### config.mk
export PLATFORM = sky130hd
export DESIGN_NAME = seg7_scan_ctrl
export DESIGN_NICKNAME = d
export VERILOG_FILES = /design/src/rtl/seg7_scan_ctrl.sv
export SDC_FILE = /design/constraint.sdc
export NUM_CORES = 1
export LEC_CHECK = 0
export CORE_MARGIN = 1
export CORE_UTILIZATION = 25
export DETAILED_ROUTE_END_ITERATION = 8
export PLACE_DENSITY_LB_ADDON = 0.08
export SLEW_MARGIN = 20
export SYNTH_ARGS = -nofsm -noshare
export SYNTH_HDL_FRONTEND = slang
export SYNTH_SLANG_ARGS = --single-unit
### constraint.sdc
create_clock -name clk -period 3.09 [get_ports clk]
set_input_delay 0.618 -clock clk [delete_from_list [all_inputs] [get_ports clk]]
set_output_delay 0.618 -clock clk [all_outputs]
set_load 0.02 [all_outputs]
### src/rtl/seg7_scan_ctrl.sv
`timescale 1ns/1ps
// Purpose: time-multiplexed 8-digit seven-segment scan controller with blank guard between digits.
// Latency: a captured code reaches seg/an on the GUARD->DRIVE edge; first anode GUARD_CNT+1 clk after reset.
// Backpressure: none; free-running scan. Inputs are sampled once per digit slot at capture.
//
// Ports:
//   clk, reset (async, active-low)
//   digit_code[5i+4:5i], dp_in[i], blank_mask[i] : per-digit code, decimal point, dark-slot request
//   motion_en/motion_sel/motion_code             : overlay replacing one digit's code (dp forced off)
//   an (active-low anodes), seg {g..a} and dp    : active-low cathodes, all registered
//   digit_idx                                    : digit currently owning the slot
//   frame_tick                                   : one-clk pulse when digit_idx wraps to 0
module seg7_scan_ctrl #(
    parameter int NUM_DIGITS  = 8,
    parameter int REFRESH_CNT = 49_999,
    parameter int GUARD_CNT   = 99,
    parameter int SIMULATE    = 0
) (
    input  logic                    clk,
    input  logic                    reset,
    input  logic [5*NUM_DIGITS-1:0] digit_code,
    input  logic [NUM_DIGITS-1:0]   dp_in,
    input  logic [NUM_DIGITS-1:0]   blank_mask,
    input  logic                    motion_en,
    input  logic [2:0]              motion_sel,
    input  logic [4:0]              motion_code,
    output logic [NUM_DIGITS-1:0]   an,
    output logic [6:0]              seg,
    output logic                    dp,
    output logic [2:0]              digit_idx,
    output logic                    frame_tick
);

    localparam int R_CNT = (SIMULATE != 0) ? 9 : REFRESH_CNT;
    localparam int G_CNT = (SIMULATE != 0) ? 1 : GUARD_CNT;
    localparam int MAX_CNT = (R_CNT > G_CNT) ? R_CNT : G_CNT;
    localparam int CW = (MAX_CNT > 0) ? $clog2(MAX_CNT + 1) : 1;

    localparam logic [CW-1:0]         R_TERM = CW'(R_CNT);
    localparam logic [CW-1:0]         G_TERM = CW'(G_CNT);
    localparam logic [2:0]            LAST   = 3'(NUM_DIGITS - 1);
    localparam logic [NUM_DIGITS-1:0] AN_ONE = NUM_DIGITS'(1);

    typedef enum logic {
        S_GUARD = 1'b0,
        S_DRIVE = 1'b1
    } state_t;

    state_t        state;
    logic [CW-1:0] cnt;

    // Source selection for the digit about to be captured.
    logic       use_motion;
    logic [4:0] cur_code;
    logic       cur_dp;
    logic       cur_mask;
    logic [6:0] cur_seg;

    // Active-low glyphs, seg[0] = a.
    function automatic logic [6:0] seg_decode(input logic [4:0] code);
        logic [6:0] s;
        case (code)
            5'd0:  s = 7'b1000000;
            5'd1:  s = 7'b1111001;
            5'd2:  s = 7'b0100100;
            5'd3:  s = 7'b0110000;
            5'd4:  s = 7'b0011001;
            5'd5:  s = 7'b0010010;
            5'd6:  s = 7'b0000010;
            5'd7:  s = 7'b1111000;
            5'd8:  s = 7'b0000000;
            5'd9:  s = 7'b0010000;
            5'd10: s = 7'b0001000;
            5'd11: s = 7'b0000011;
            5'd12: s = 7'b1000110;
            5'd13: s = 7'b0100001;
            5'd14: s = 7'b0000110;
            5'd15: s = 7'b0001110;
            5'd16: s = 7'b1111110;
            5'd17: s = 7'b1111101;
            5'd18: s = 7'b1111011;
            5'd19: s = 7'b1110111;
            5'd20: s = 7'b1101111;
            5'd21: s = 7'b1011111;
            5'd22: s = 7'b0111111;
            default: s = 7'h7F;
        endcase
        return s;
    endfunction

    always_comb begin
        // motion_sel values beyond the last digit can never equal digit_idx.
        use_motion = motion_en && (motion_sel == digit_idx);
        cur_code   = use_motion ? motion_code : digit_code[5*digit_idx +: 5];
        cur_dp     = use_motion ? 1'b0 : dp_in[digit_idx];
        cur_mask   = blank_mask[digit_idx];
        // Overlay code 0 means "no indicator", not the glyph '0'.
        cur_seg    = (use_motion && (motion_code == 5'd0)) ? 7'h7F : seg_decode(cur_code);
    end

    // The registered an/seg/dp double as the per-slot holding registers: they
    // are loaded only at capture and cleared only when the slot ends, so input
    // changes during DRIVE cannot disturb the lit digit.
    always_ff @(posedge clk or negedge reset) begin
        if (!reset) begin
            state      <= S_GUARD;
            cnt        <= '0;
            digit_idx  <= '0;
            an         <= '1;
            seg        <= 7'h7F;
            dp         <= 1'b1;
            frame_tick <= 1'b0;
        end else begin
            frame_tick <= 1'b0;
            case (state)
                S_GUARD: begin
                    if (cnt == G_TERM) begin
                        cnt   <= '0;
                        state <= S_DRIVE;
                        an    <= cur_mask ? '1 : ~(AN_ONE << digit_idx);
                        seg   <= cur_seg;
                        dp    <= ~cur_dp;
                    end else begin
                        cnt <= cnt + 1'b1;
                    end
                end
                S_DRIVE: begin
                    if (cnt == R_TERM) begin
                        cnt        <= '0;
                        state      <= S_GUARD;
                        an         <= '1;
                        seg        <= 7'h7F;
                        dp         <= 1'b1;
                        frame_tick <= (digit_idx == LAST);
                        digit_idx  <= (digit_idx == LAST) ? 3'd0 : digit_idx + 3'd1;
                    end else begin
                        cnt <= cnt + 1'b1;
                    end
                end
                default: begin
                    state <= S_GUARD;
                    cnt   <= '0;
                end
            endcase
        end
    end

endmodule
Word-level counts from Yosys, hierarchy flattened
Memories as Yosys holds them, arrays and structs flattened.
Cells that the tools add are included.
{ "word_totals": {"regBits": 37, "rom_bits": 224, "input_bits": 67, "wordCells": 54, "n_memories": 1} }
{ "op_classes": {"n_addsub": 2, "n_mul": 1, "order_cmp": 1, "eq_ne": 6, "n_shift": 2, "muxes": 26, "bitwise": 3, "reduce_logical": 5} }
{ "memory_table": {"columns": ["memory", "words", "width", "read_ports", "rd_ports_with_merged_regs", "wr", "line_no", "source"], "rows": [
  ["(name not given)", 32, 7, 1, 0, 0, "62", "case (code)"]
]} }
{ "ops": {"columns": ["op", "count"], "rows": [
  ["variable part select 40 x 7 -> 5 bit", 1],
  ["two-way mux 16 bit", 2],
  ["one-hot mux 16 bit (2 select lines)", 1],
  ["two-way mux 8 bit", 3],
  ["two-way mux 7 bit", 3],
  ["adder 16 x 1 -> 16 bit (second input constant)", 1],
  ["== test 16 bit (second input constant)", 1],
  ["== test 16 x 7 -> 1 bit (second input constant)", 1],
  ["one-hot mux 8 bit (2 select lines)", 1],
  ["one-hot mux 7 bit (2 select lines)", 1],
  ["two-way mux 1 bit", 9],
  ["inverter 8 bit", 1],
  ["<< shifter 1 x 3 -> 8 bit (first input constant)", 1],
  ["binary-select mux 1 bit (select 3 bit)", 2],
  ["multiplier 3 x 3 -> 6 bit (first input constant)", 1],
  ["zero test 5 bit", 1],
  ["two-way mux 5 bit", 1],
  ["< comparator 3 x 4 -> 1 bit (second input constant)", 1],
  ["one-hot mux 1 bit (2 select lines)", 2],
  ["AND reduction 2 bit", 2],
  ["adder 3 x 1 -> 3 bit (second input constant)", 1],
  ["== test 3 bit", 1],
  ["== test 3 bit (second input constant)", 1],
  ["two-way mux 3 bit", 1],
  ["4 further kinds", 6]
]} }

Longest topological paths before layout
An unclocked memory read counts as a cell.
{ "logic_depth": {"word_depth": 7, "depth_mapped": 11, "ltp_nobuf": 9} }

Worst setup path before layout
No wires, ideal clock.
{ "synth_timing": {"path_kind": "register to register", "startpoint": "register digit_idx[0]", "endpoint": "register seg[0]", "setup_time_ns": 0.088, "t_arrival_ns": 2.622, "required_time_ns": 3.002, "path_slack_ns": 0.380, "stages_incl_launch_ff": 11, "cell_sequence": "dfrtp_1 buf_6 xnor2_1 nand4_4 buf_2 o21ai_0 inv_1 ha_1 nor3_1 o31a_1 a211oi_2"} }
{ "synth_via": {"elab_chain_len": 7, "elab_cells_between_ends": 10, "cone_classes": "mul (1); eq/ne (1); shift (1); mux (4); reduce/logical (2); memory (1)"} }
{ "synth_rtl": {"columns": ["item", "line_no", "source"], "rows": [
  ["start, declared", "30", "output logic [2:0] digit_idx,"],
  ["start signal, assigned", "135", "digit_idx <= (digit_idx == LAST) ? 3'd0 : digit_idx + 3'd1;"],
  ["multiplier 3 x 3 -> 6 bit / == test 3 bit (equally long branches)", "94, 93", null],
  ["variable part select 40 x 7 -> 5 bit / logical AND 1 bit (equally long branches)", "94, 93", null],
  ["two-way mux 5 bit", "94", "cur_code = use_motion ? motion_code : digit_code[5*digit_idx +: 5];"],
  ["memory (32 x 7 bit)", null, null],
  ["two-way mux 7 bit *", "98", "cur_seg = (use_motion && (motion_code == 5'd0)) ? 7'h7F : seg_decode(cur_code);"],
  ["two-way mux 7 bit *", "117", "if (cnt == G_TERM) begin"],
  ["one-hot mux 7 bit (2 select lines) *", "115", "case (state)"],
  ["end signal, assigned", "121", "seg <= cur_seg;"],
  ["end, declared", "28", "output logic [6:0] seg,"]
]} }
Every way passes the cells marked *; elsewhere a longest branch is shown, timed or not. The select of a mux whose other input is x is not followed.
A chain may end at the register's enable or synchronous reset.

Final worst setup path
{ "layout_timing": {"startpoint": "input digit_code[15]", "endpoint": "register seg[0]"} }
{ "layout_via": {"elab_chain_len": 6} }
{ "layout_rtl": {"columns": ["item", "line_no", "source"], "rows": [
  ["start, declared", "21", "input logic [5*NUM_DIGITS-1:0] digit_code,"],
  ["variable part select 40 x 7 -> 5 bit", "94", null],
  ["two-way mux 5 bit", "94", null],
  ["memory (32 x 7 bit)", null, null],
  ["two-way mux 7 bit", "98", null],
  ["two-way mux 7 bit", "117", null],
  ["one-hot mux 7 bit (2 select lines)", "115", null]
]} }
Every way passes these cells. The select of a mux whose other input is x is not followed.

==> impl_results.md <==
* Synth top area cells: dfrtp_1 (19%), dfstp_2 (15%), mux4_2 (7.3%)
* Syn_nets at 346
* Skew final at roughly 0.0070 ns
* Post-synth EDFFs at 0
* CP Max Fanout at 6
* Setup TNS at 0 ns
* Synth cell count leaders: nor2_1 (42), dfrtp_1 (21), nand2_1 (18), dfstp_2 (16), ha_1 (15)
* Max-slew headroom at 0.435
* CP Data Arrival Time at 2.98 ns
* Gr usage total at 0.135
* Clk buf depth at 2
* CTS Hold Buffers Added at 0
* Top-area cell type share of the netlist area at 0.189
* Top Ports at 87
* Initial core utilization at 0.256
* Hold WC Path Type: input port to async pin
* Unique masters post-synth at 54
* Dpl ws at 0.0176 ns
* Routed vias/inst at 4.55
* Least-Margin Pin Slew at 0.847 ns
* Startpoint types: input port
* CP endpoint kind: flip-flop
* WL per Instance at 14.6 um
* Vias in the first global route at 2438
* Seq pwr share at 0.406
* Final instance area at 3920 um^2
* Clk_lat worst skew at 0.29 ns
* Final setup violation count at 0
* Post-route minimum period at 2.77 ns
* Final core occ at 0.361
* DRC Markers at 0
* Share of cells above drive strength 1 at 0.190
* Synth-to-layout area growth at 41.1%
* MaxCap Viol Count at 0
* Post-Syn Area at between 2000 and 3000 um^2
* NumNets Final at 439
* Peak Freq at 361 MHz
* Total wire length at 7.25 mm
* Horiz. Die Dim at 107 um
* Via count at 2266
* CP startpoint: digit_code[15]
* FFs w/ async S/R, synth at 1.00
* Die span in y at ~110 um
* Placed Area at approximately 3800 um^2
* Max rail drop VDD at just over 0.2 mV
* Internal power at slightly above 0.9 mW
* Rows at 38
* WP data required at 3.30 ns
* # port buffers at 86
* Dpl cells at just under 500
* Final-report max-slew violation count at 0
* Sequential share of the synthesized area at 0.341
* Clock power share at 0.437
* Core area at between 10000 and 15000 um^2
* Leakage power at 1.58 nW
* Post-DP HPWL at 5.80 mm
* Reg-to-reg startpoint: digit_idx[2]
* CTS tree: done
* Clock-pin slew on the worst setup and hold paths at around 0.08 ns
* Diodes inserted at 0
* Clock root cell: clkbuf_8
* Final ANT Viol Nets at 0
* Worst Slack Setup Final at 0.323 ns
* Pin count of the biggest net entering global routing at 38
* Final period util at 0.896
* Final Hold Viols at 0
* Syn avg cell area at 10.5 um^2
* H-tree Lvls at 2
* Pwr per Cell Area at 306 nW/um^2
* Unrepaired setup endpoints after global routing: no
* Setup Buffers After CTS at 0
* Prevailing post-synth register cell: dfrtp_1
* Die area at 11500 um^2
* Comb pwr share at 0.157
* Iteration-0 DRC Markers at 34
* P_sw at 0.272 mW
* Final std cells w/o fill at 498
* CP Class: input port to flip-flop
* CTS Sinks at 37
* Gate Count Post-Synth at 264
* Switching Share at 0.227
* CTS buffer count at 5
* Leading area contributor after synthesis: dfrtp_1
* Status: finished, final reports clean
* Initial antenna violation count at 0
* First-pass GRT wire length at between 10 and 15 mm
* Top-count cell post-synth: nor2_1
* # resized after CTS at 0
* YS warnings at 0
* Global placer's final weighted congestion at 0.799
* DRT Pass-1 Iters at 4
* Total global routing overflow at 0
* Synthesized flop and latch total at 37
[path summary, 6_finish.rpt]
kind / to / cells after the start / slack, ns
max: seg[0] / 9 / 0.32
min: cnt[5] / 1 / 0.43
max reg2reg: seg[0] / 9 / 0.42
min reg2reg: cnt[0] / 1 / 0.47
max in group asynchronous: digit_idx[1] / 1 / 2.13
min in group clk: cnt[0] / 1 / 0.47
[power groups by stage]
stage	Combinational, mW	Clock, mW	Sequential [mW]
after floorplan	0.0742	0	0.497
after global placement	0.190	0	0.495
after detailed placement	0.191	0	0.495
after CTS	0.191	0.542	0.487
after global routing	0.207	0.558	0.487
final	0.189	0.524	0.487
[layer usage]
metal  GRT usage  wire, um  vias up  share of wire
li1            -         -     1132              -
met1       0.185      3480     1047           0.48
met2       0.211      3220       82           0.44
met3      0.0315       488        5          0.067
met4      0.0411        63        0         0.0087
met5           0         0        -              0
[sequential cells by signal, indices dropped and copies added (netlist names)]
name and flops:
frame_tick 1, cnt 16, seg 7, state 1, an 8, digit_idx 3, dp 1
[per-stage QoR]
stage / power, mW / hold WS, ns
4_1_cts: 1.22 / 0.468
3_3_place_gp: 0.685 / 0.461
6_report: 1.20 / 0.431
2_1_floorplan: 0.571 / 0.322
3_5_place_dp: 0.686 / 0.455
5_1_grt: 1.25 / 0.488
[critical path, cell delays in order]
cell and delay, ns:
clkdlybuf4s50_1 0.38, mux4_1 0.50, mux2_2 0.32, mux2i_4 0.26
inv_1 0.15, ha_1 0.24, a211oi_1 0.26, o31a_1 0.20
a211oi_2 0.04
[kinds of logic after synthesis]
kind of cell / synth area share
AND/OR/NAND/NOR: 0.190
AO/OA/AOI/OAI: 0.0996
flip-flops: 0.341
multiplexers: 0.188
buffers and inverters: 0.0532
XOR/XNOR: 0.0600
adder cells (fa/ha/maj): 0.0676
[layout by cell type (no fill, tap or decap), types with 2 or more instances in the layout]
cell type and n:
o31ai_1 2, dfrtp_1 21, nor4_1 3, a21oi_1 14
nor2_1 42, nand2_1 18, or2_2 2, buf_4 11
mux2_4 2, nor3b_1 3, mux2i_1 7, mux2i_4 2
nor3_1 3, clkdlybuf4s50_1 85, dfstp_2 16, mux2_2 4
o2bb2ai_1 3, inv_1 10, nand3_1 13, o21ai_0 3
a211oi_1 2, mux4_1 4, and3_1 7, xnor2_1 11
bufinv_16 2, a31oi_1 5, a21oi_2 2, xor2_1 8
ha_1 15, clkbuf_8 5, mux4_2 9
[final cells by class]
| cell class | instances | area (um^2) |
|---|---|---|
| Multi-Input combinational cell | 206 | 1680 |
| Inverter | 10 | 37.5 |
| Timing Repair Buffer | 97 | 938 |
| Clock inverter | 3 | 68.8 |
| Clock buffer | 5 | 68.8 |
| Fill cell | 1124 | 6920 |
| Sequential cell | 37 | 946 |
| Tap cell | 140 | 175 |
Note: power is estimated with default switching activity, not from simulation.
